## config.mk

```make
export PLATFORM = sky130hd
export DESIGN_NAME = seq_gen
export DESIGN_NICKNAME = d
export VERILOG_FILES = /design/src/rtl/seq_gen.sv
export SDC_FILE = /design/constraint.sdc
export NUM_CORES = 1
export LEC_CHECK = 0
export CAP_MARGIN = 20
export CORE_ASPECT_RATIO = 1.75
export CORE_UTILIZATION = 40
export DETAILED_ROUTE_END_ITERATION = 7
export SYNTH_ARGS = -nofsm -noshare
export SYNTH_HDL_FRONTEND = slang
export SYNTH_SLANG_ARGS = --single-unit
```

## constraint.sdc

```tcl
create_clock -name clk -period 4.3 [get_ports clk]
set_input_delay 1.29 -clock clk [delete_from_list [all_inputs] [get_ports clk]]
set_output_delay 1.29 -clock clk [all_outputs]
set_load 0.05 [all_outputs]
```

## src/rtl/seq_gen.sv

```systemverilog
// -----------------------------------------------------------------------------
// seq_gen : framed serial sequence generator
//
// Each accepted request produces one frame on `seq`, one bit per clock:
//   preamble (PRE_LEN bits, MSB first) -> payload (WIDTH bits, MSB first)
//   -> optional even-parity bit -> GAP_LEN zero bits
// `done` pulses for the first IDLE cycle after the gap, and a start in that
// same cycle is accepted, so frames can run back to back.
//
// Ports
//   clk    in   rising-edge clock
//   reset  in   asynchronous active-high reset
//   start  in   frame request, honoured only while ready=1
//   data   in   WIDTH-bit payload, captured when start is accepted
//   abort  in   synchronous cancel; takes priority over start
//   seq    out  registered serial bit stream (0 whenever idle)
//   ready  out  high in IDLE
//   busy   out  high in every non-IDLE state
//   done   out  one-cycle frame-completion pulse
// -----------------------------------------------------------------------------
module seq_gen #(
  parameter int                 WIDTH     = 8,
  parameter int                 PRE_LEN   = 5,
  parameter logic [PRE_LEN-1:0] PREAMBLE  = 5'b10010,
  parameter int                 GAP_LEN   = 2,
  parameter int                 EN_PARITY = 1
) (
  input  logic             clk,
  input  logic             reset,
  input  logic             start,
  input  logic [WIDTH-1:0] data,
  input  logic             abort,
  output logic             seq,
  output logic             ready,
  output logic             busy,
  output logic             done
);

  localparam int MAX_A = (PRE_LEN > WIDTH) ? PRE_LEN : WIDTH;
  localparam int MAX_L = (MAX_A > GAP_LEN) ? MAX_A : GAP_LEN;
  localparam int CW    = (MAX_L > 1) ? $clog2(MAX_L) : 1;

  localparam logic [CW-1:0] PRE_LAST  = CW'(PRE_LEN - 1);
  localparam logic [CW-1:0] DATA_LAST = CW'(WIDTH - 1);
  localparam logic [CW-1:0] GAP_LAST  = CW'(GAP_LEN - 1);

  typedef enum logic [2:0] {IDLE, PRE, DATA, PAR, GAP} state_t;

  state_t             state_q, state_d;
  logic [CW-1:0]      cnt_q,   cnt_d;
  logic [PRE_LEN-1:0] pre_q,   pre_d;   // preamble shifter, MSB is current bit
  logic [WIDTH-1:0]   pay_q,   pay_d;   // latched payload, shifted while in DATA
  logic               par_q,   par_d;   // parity computed once at acceptance
  logic               seq_q,   seq_d;
  logic               done_q,  done_d;

  // State register
  always_ff @(posedge clk or posedge reset) begin
    if (reset) begin
      state_q <= IDLE;
      cnt_q   <= '0;
      pre_q   <= '0;
      pay_q   <= '0;
      par_q   <= 1'b0;
      seq_q   <= 1'b0;
      done_q  <= 1'b0;
    end else begin
      state_q <= state_d;
      cnt_q   <= cnt_d;
      pre_q   <= pre_d;
      pay_q   <= pay_d;
      par_q   <= par_d;
      seq_q   <= seq_d;
      done_q  <= done_d;
    end
  end

  // Next-state logic
  always_comb begin
    state_d = state_q;
    cnt_d   = cnt_q;
    pre_d   = pre_q;
    pay_d   = pay_q;
    par_d   = par_q;
    done_d  = 1'b0;

    case (state_q)
      IDLE: begin
        if (start) begin
          state_d = PRE;
          cnt_d   = '0;
          pre_d   = PREAMBLE;
          pay_d   = data;
          par_d   = ^data;
        end
      end
      PRE: begin
        if (cnt_q == PRE_LAST) begin
          state_d = DATA;
          cnt_d   = '0;
        end else begin
          cnt_d = cnt_q + 1'b1;
          pre_d = pre_q << 1;
        end
      end
      DATA: begin
        if (cnt_q == DATA_LAST) begin
          state_d = (EN_PARITY != 0) ? PAR : GAP;
          cnt_d   = '0;
        end else begin
          cnt_d = cnt_q + 1'b1;
          pay_d = pay_q << 1;
        end
      end
      PAR: begin
        state_d = GAP;
        cnt_d   = '0;
      end
      GAP: begin
        if (cnt_q == GAP_LAST) begin
          state_d = IDLE;
          cnt_d   = '0;
          done_d  = 1'b1;
        end else begin
          cnt_d = cnt_q + 1'b1;
        end
      end
      default: begin
        state_d = IDLE;
        cnt_d   = '0;
      end
    endcase

    // Abort wins over everything, including a start seen in IDLE: nothing
    // is latched and no done pulse is produced.
    if (abort) begin
      state_d = IDLE;
      cnt_d   = '0;
      pre_d   = pre_q;
      pay_d   = pay_q;
      par_d   = par_q;
      done_d  = 1'b0;
    end
  end

  // Output logic: seq is registered, so its next value follows the next state
  always_comb begin
    seq_d = 1'b0;
    case (state_d)
      PRE:     seq_d = pre_d[PRE_LEN-1];
      DATA:    seq_d = pay_d[WIDTH-1];
      PAR:     seq_d = par_d;
      default: seq_d = 1'b0;
    endcase
  end

  assign seq   = seq_q;
  assign done  = done_q;
  assign ready = (state_q == IDLE);
  assign busy  = (state_q != IDLE);

endmodule

```

# After elaboration in Yosys (flattened, before gate mapping)
# Cells that the tools add are included.
# classes
n_addsub,1
eq_ne,14
n_mux,27
bitwise_logic,1
n_reduce_logical,7
# op_table
operator,n
3-bit 2-to-1 mux,10
8-bit 2-to-1 mux,3
8-bit case mux with 2 select lines,1
5-bit 2-to-1 mux,3
3-bit case mux with 5 select lines,1
"3-bit by 2-bit equality test with 1-bit output, second input constant",4
3-bit case mux with 4 select lines,1
5-bit case mux with 2 select lines,1
"3-bit by 1-bit equality test with 1-bit output, second input constant",3
"3-bit equality test, second input constant",3
4-bit AND reduction,2
8-bit XOR reduction,1
1-bit 2-to-1 mux,6
"2-bit != test, second input constant",3
2-bit nonzero test,2
"3-bit by 1-bit adder with 3-bit output, second input constant",1
3-bit zero test,1
"3-bit != test, second input constant",1
1-bit case mux with 3 select lines,1
3-bit nonzero test,1
1-bit NOT,1
# word_totals
regBits,22
inputBits,12
out_inout_bits,4
elab_cells,59

# Depth between registers and ports, before layout
# Gate-level depths: netlist of the first run.
# depth
word_depth,6
mapped_depth,7
mapped_depth_nobuf,6

# Worst setup path after synthesis of the first run
# No wires, ideal clock.
# synth_timing
path_kind,input -> register
from,input abort
to,register pay_q[5]
setup_ps,123
t_arrival_ps,2209
required_ps,4177
slack_ps,1968
cell_stages,6
cell_sequence,buf_2 -> or3_4 -> a21o_1 -> buf_6 -> nand2_1 -> o21ai_1
# synth_between
elab_chain_len,2
# synth_rtl
item,line,rtl
start: declaration,32,"input logic abort,"
1-bit NOT (no line),-,
4-bit AND reduction (no line),-,
end signal: assignment,71,pay_q <= pay_d;
end: declaration,52,"logic [WIDTH-1:0] pay_q, pay_d;"
# Every way passes these cells.
# A chain may end at the register's enable or synchronous reset.

# Final worst setup path of the first run
# layout_timing
from,register state_q[2]
to,output busy
# layout_between
elab_chain_len,1
# layout_rtl
item,line,rtl
start: declaration,49,"state_t state_q, state_d;"
start signal: assignment,68,state_q <= state_d;
3-bit nonzero test,160,assign busy = (state_q != IDLE);
end: declaration,35,"output logic busy,"
# Every way passes these cells.

==> impl_metrics.tcl, run 1 <==
set metrics [dict create \
    cp-end-kind "output pin" \
    cts_buffers 3 \
    status "finished clean" \
    cts_hold_buf 0 \
    final_nets 160 \
    cts-root-buf "clkbuf_8" \
    period_needed_ns 3.362 \
    synth_edf_count 0 \
    synthCells 131 \
    grt_pass1_vias 1025 \
    hold_path.class "flop to flop" \
    initial_core_util_pct 42.64 \
    synth_top_area_share_pct 39.22 \
    fill_cells 316 \
    synthesis.nets 148 \
    die_area_um2 3429 \
    grt_pass1_wl_mm 4.795 \
    vias 995 \
    ys_warn_count 0 \
    antenna_found_initial 0 \
    crit_type "flop to output pin" \
    relSlewSlack_pct 49.74 \
    cts_max_path_buffers 2 \
    dp_hpwl_mm 2.172 \
    required_ns 3.01 \
    finalSetupTns_ns 0 \
    hold_viol 0 \
    stdcell_count 184 \
    synthArstFlopShare_pct 100.0 \
    post-cts-setup-buffers 0 \
    ctsResizeCount 0 \
    syn_to_final_growth_pct 17.16 \
    p_per_area_nw_per_um2 348.5 \
    rsz0062_at_grt "false" \
    overflow 0 \
    synth_seq_area_share_pct 39.22 \
    synth_seq_cells 20 \
    skew_ns 0.003759 \
    fmax_mhz 297.4 \
    grt.total_usage_pct 18.76 \
    grt_max_degree 21 \
    wl_per_cell_um 15.39 \
    die_w_um 44.70 \
    maxCapViolations 0 \
    clock_insertion_delay_worst_skew_ns 0.26 \
    coreArea_um2 2993 \
    ys_top_cells_by_area "dfrtp_1, ha_1, xnor2_1" \
    place_congestion 0.8907 \
    drt_pass1_iterations 4 \
    critPathMaxFanout 17 \
    stdcell_area_um2 1495 \
    drc 0 \
    ant_nets 0 \
    io_buffers 15 \
    dominantRegCellSynth "dfrtp_1" \
    max_slew.worst_pin.slew_ns 0.7530 \
    place_ws_ns 1.235 \
    cts_max_level 1 \
    drt-initial-drc-count 28 \
    clkTransAtPathRegs_ns 0.08 \
    wl_mm 2.831 \
    startpoint_type "flop" \
    ir_drop_mv 0.2450 \
    fin_ws_ns 0.9375 \
    rows 26 \
    diodes 0 \
    place_area_um2 1424 \
    via_per_inst 5.408 \
    fin_crit_sh_pct 78.20 \
    yosysUniqueCellTypes 47 \
    die_h_um 76.72 \
    clock-sinks 20 \
    io_pins 16 \
    total_power_uw 521.1 \
    syn_area_per_cell_um2 9.742 \
    leakage_uw 0.0006297 \
    drive_gt1_share_pct 10.56 \
    yosysTopAreaCell "dfrtp_1" \
    cts_tree "done" \
    setup_viol 0 \
    cp.arrival_ns 2.07 \
    netlist_area_um2 1276 \
    dp_cells 180 \
    drv_slew 0 \
]
[final cells by class]
| type | count | area (um2) | area share (%) |
|---|---|---|---|
| Multi-Input combinational cell | 93 | 681.9 | 45.61 |
| Sequential cell | 20 | 500.5 | 33.47 |
| Timing Repair Buffer | 15 | 150.1 | 10.04 |
| Tap cell | 42 | 52.55 | 3.515 |
| Clock buffer | 3 | 41.29 | 2.762 |
| Inverter | 10 | 38.79 | 2.594 |
| Clock inverter | 1 | 30.03 | 2.008 |
[report_power, final]
group / internal, uW / leakage, uW / switching [uW]
logic: 49.0 / 0.000330 / 56.3
clock network: 124 / 0.0000357 / 65.3
registers: 209 / 0.000264 / 17.0
[logic make-up after synthesis]
kind of cell,Yosys count,share of synthesized area [%]
AO/OA/AOI/OAI,40,23.73
XOR/XNOR,7,4.804
adder cells (fa/ha/maj),5,4.902
buffers and inverters,18,7.352
flip-flops,20,39.22
multiplexers,4,3.235
AND/OR/NAND/NOR,37,16.76
[state kept, by name, summed over array words and instances, names as in the netlist]
| name | flops |
|---|---|
| par_q | 1 |
| cnt_q | 3 |
| done | 1 |
| seq | 1 |
| pre_q | 3 |
| pay_q | 8 |
| state_q | 3 |
[placed cells by master, fill, tap and decap left out, types with 2 or more instances in the layout]
| cell | count |
|---|---|
| nor2_1 | 7 |
| dfrtp_1 | 20 |
| mux2i_1 | 3 |
| xnor2_1 | 7 |
| nor3_1 | 3 |
| nor3b_1 | 2 |
| o21ai_1 | 7 |
| nand2_2 | 2 |
| nand2_1 | 11 |
| clkbuf_8 | 3 |
| a32oi_1 | 2 |
| o21ai_0 | 2 |
| a21oi_1 | 5 |
| nand2b_1 | 4 |
| inv_1 | 8 |
| clkdlybuf4s50_1 | 15 |
| a22oi_1 | 7 |
| a21o_1 | 2 |
| ha_1 | 5 |
[stage by stage]
step | hold WS [ns] | utilization, %
after floorplan | 0.4508 | -
after global placement | 0.4749 | 47.58
after detailed placement | 0.4829 | 47.58
after CTS | 0.5028 | 49.96
after global routing | 0.5467 | 49.96
final | 0.5042 | 49.96
[layer usage]
layer  GRT usage, %  wire (um)  share of wire [%]  vias to the layer above
met4          7.273         39                1.4                        0
met2          33.24       1590                 56                       28
met1          21.87       1124                 40                      473
met3          2.118         77                2.7                        4
met5              0          0                  0                        -
li1               -          -                  -                      490
[final timing paths]
| check | from | slack [ns] | endpoint | cells after the start |
|---|---|---|---|---|
| max in group asynchronous | reset | 2.37 | par_q | 2 |
| worst max-delay path | state_q[2] | 0.94 | busy | 3 |
| min in group asynchronous | reset | 1.46 | pay_q[2] | 2 |
| worst min-delay path | pay_q[6] | 0.50 | pay_q[6] | 2 |
| worst max register to register | state_q[1] | 2.38 | pay_q[2] | 4 |
| worst min register to register | pay_q[6] | 0.50 | pay_q[6] | 2 |
[synth_stat cells (all sizes together), types with 3 or more instances]
| master | count |
|---|---|
| nor2 | 8 |
| nand2b | 4 |
| nand2 | 13 |
| nor3 | 3 |
| buf | 6 |
| mux2i | 3 |
| inv | 9 |
| a21oi | 5 |
| ha | 5 |
| xnor2 | 7 |
| a22oi | 7 |
| dfrtp | 20 |
| o21ai | 10 |
[critical path, stage by stage, from the launching register on]
cell and delay (ns):
dfrtp_1 0.76, inv_2 0.11, nand2_2 0.13, clkdlybuf4s50_1 0.81
No activity file was read; power rests on OpenSTA's default activity.
==> run 2: changes to the inputs <==
==> constraint.sdc (replaced) <==
create_clock -name clk -period 3.15 [get_ports clk]
set_input_delay 0.945 -clock clk [delete_from_list [all_inputs] [get_ports clk]]
set_output_delay 0.945 -clock clk [all_outputs]
set_load 0.05 [all_outputs]
==> impl_metrics.tcl, run 2 (same netlist as run 1, synthesis figures left out) <==
set metrics [dict create \
    period_needed_ns 2.701 \
    final_nets 163 \
    diodes 0 \
    max_slew.worst_pin.slew_ns 0.7550 \
    clock-sinks 20 \
    relSlewSlack_pct 49.61 \
    drt_pass1_iterations 4 \
    rsz0062_at_grt "false" \
    cts-root-buf "clkbuf_8" \
    grt.total_usage_pct 19.78 \
    via_per_inst 5.422 \
    drt-initial-drc-count 25 \
    cp-end-kind "output pin" \
    rows 26 \
    cts_max_path_buffers 2 \
    cp.arrival_ns 1.76 \
    maxCapViolations 0 \
    place_congestion 0.8028 \
    die_area_um2 3429 \
    overflow 0 \
    slowest_stage "clkdlybuf4s50_1" \
    reg2reg_slack_ns 1.23 \
    dp_hpwl_mm 2.298 \
    hold_path.class "flop to flop" \
    grt_pass1_vias 1114 \
    cts_tree "done" \
    reg2reg_to "seq" \
    fin_ws_ns 0.4492 \
    leakage_uw 0.0006388 \
    io_buffers 15 \
    largest_register_ffs 8 \
    syn_to_final_growth_pct 17.65 \
    vias 1014 \
    critPathMaxFanout 3 \
    drive_gt1_share_pct 12.41 \
    skew_ns 0.001438 \
    total_power_uw 653.2 \
    die_w_um 44.70 \
    clkTransAtPathRegs_ns 0.07 \
    reg2reg_from "cnt_q[0]" \
    die_h_um 76.72 \
    ir_drop_mv 0.2625 \
    startpoint_type "flop" \
    drv_slew 0 \
    ant_nets 0 \
    wl_mm 2.961 \
    regMostFlops "pay_q" \
    final_common_cell "dfrtp_1" \
    p_per_area_nw_per_um2 435.0 \
    coreArea_um2 2993 \
    cts_buffers 3 \
    setup_viol 0 \
    finish.utilization_pct 50.17 \
    fmax_mhz 370.3 \
    hold_depth 2 \
    cts_hold_buf 0 \
    required_ns 2.20 \
    fin_crit_sh_pct 85.74 \
    wl_per_cell_um 15.83 \
    ctsResizeCount 0 \
    cts_max_level 1 \
    place_ws_ns 0.5377 \
    status "finished clean" \
    initial_core_util_pct 42.64 \
    clock_insertion_delay_worst_skew_ns 0.26 \
    post-cts-setup-buffers 0 \
    grt_pass1_wl_mm 5.071 \
    crit_chain "nor2_4 -> nand2_2 -> clkinv_2 -> clkdlybuf4s50_1" \
    crit_path_max_incr_delay_ns 0.79 \
    hold_viol 0 \
    io_pins 16 \
    grt_max_degree 21 \
    finalSetupTns_ns 0 \
    hold_start "pay_q[4]" \
    crit_type "flop to output pin" \
    r2r_cells 5 \
    min_delay_worst_endpoint "pay_q[4]" \
    layout_common_cells "dfrtp_1, clkdlybuf4s50_1, nand2_1" \
    drc 0 \
    antenna_found_initial 0 \
]
==> run 2: changes by cell type in the layout (fill, tap and decap cells not counted) <==
cell,delta
clkbuf_8,+1
bufinv_16,-1
buf_4,+3
==> run 2: final cells by class <==
class	instances	area (um2)
Tap cell	42	52.55
Fill cell	308	1491
Sequential cell	20	500.5
Timing Repair Buffer	18	172.7
Clock buffer	4	55.05
Multi-Input combinational cell	93	681.9
Inverter	10	38.79
==> run 2: worst max path at each step <==
stage | slack, ns | endpoint | startpoint
detailed placement | 0.54 | pay_q[0] | abort
finish | 0.45 | ready | state_q[0]
global route | 0.39 | ready | state_q[0]
CTS | 0.43 | ready | state_q[0]
floorplan | 1.16 | pay_q[5] | abort
global placement | 0.56 | pay_q[0] | abort
==> run 2: worst max-delay path: cells and delay by family, from the launching register on <==
family | cells | cell delay [ns]
buffers and inverters | 2 | 0.86
AND/OR/NAND/NOR | 2 | 0.23
flip-flops | 1 | 0.41
==> run 2: power by group <==
| part | leakage, uW | internal, uW | switching [uW] | total [uW] |
|---|---|---|---|---|
| Sequential | 0.000264 | 286 | 18.2 | 304 |
| Combinational | 0.000346 | 68.4 | 84.6 | 153 |
| Clock | 0.0000288 | 111 | 84.8 | 196 |
==> run 2: stage by stage <==
stage	cell area, um2	hold WS (ns)	std cells
final	1501	0.4955	187
after global routing	1501	0.5347	187
after CTS	1501	0.5001	187
after detailed placement	1446	0.4829	183
after global placement	1446	0.4757	183
after floorplan	1276	0.4508	131
==> run 2: routing by layer <==
layer	share of wire [%]	routed length, um	global-route usage [%]	vias up
met5	0	0	0	-
met4	2.7	80	9.091	0
met3	1.6	47	1.412	8
met2	56	1654	35.44	18
met1	40	1177	22.46	489
li1	-	-	-	499
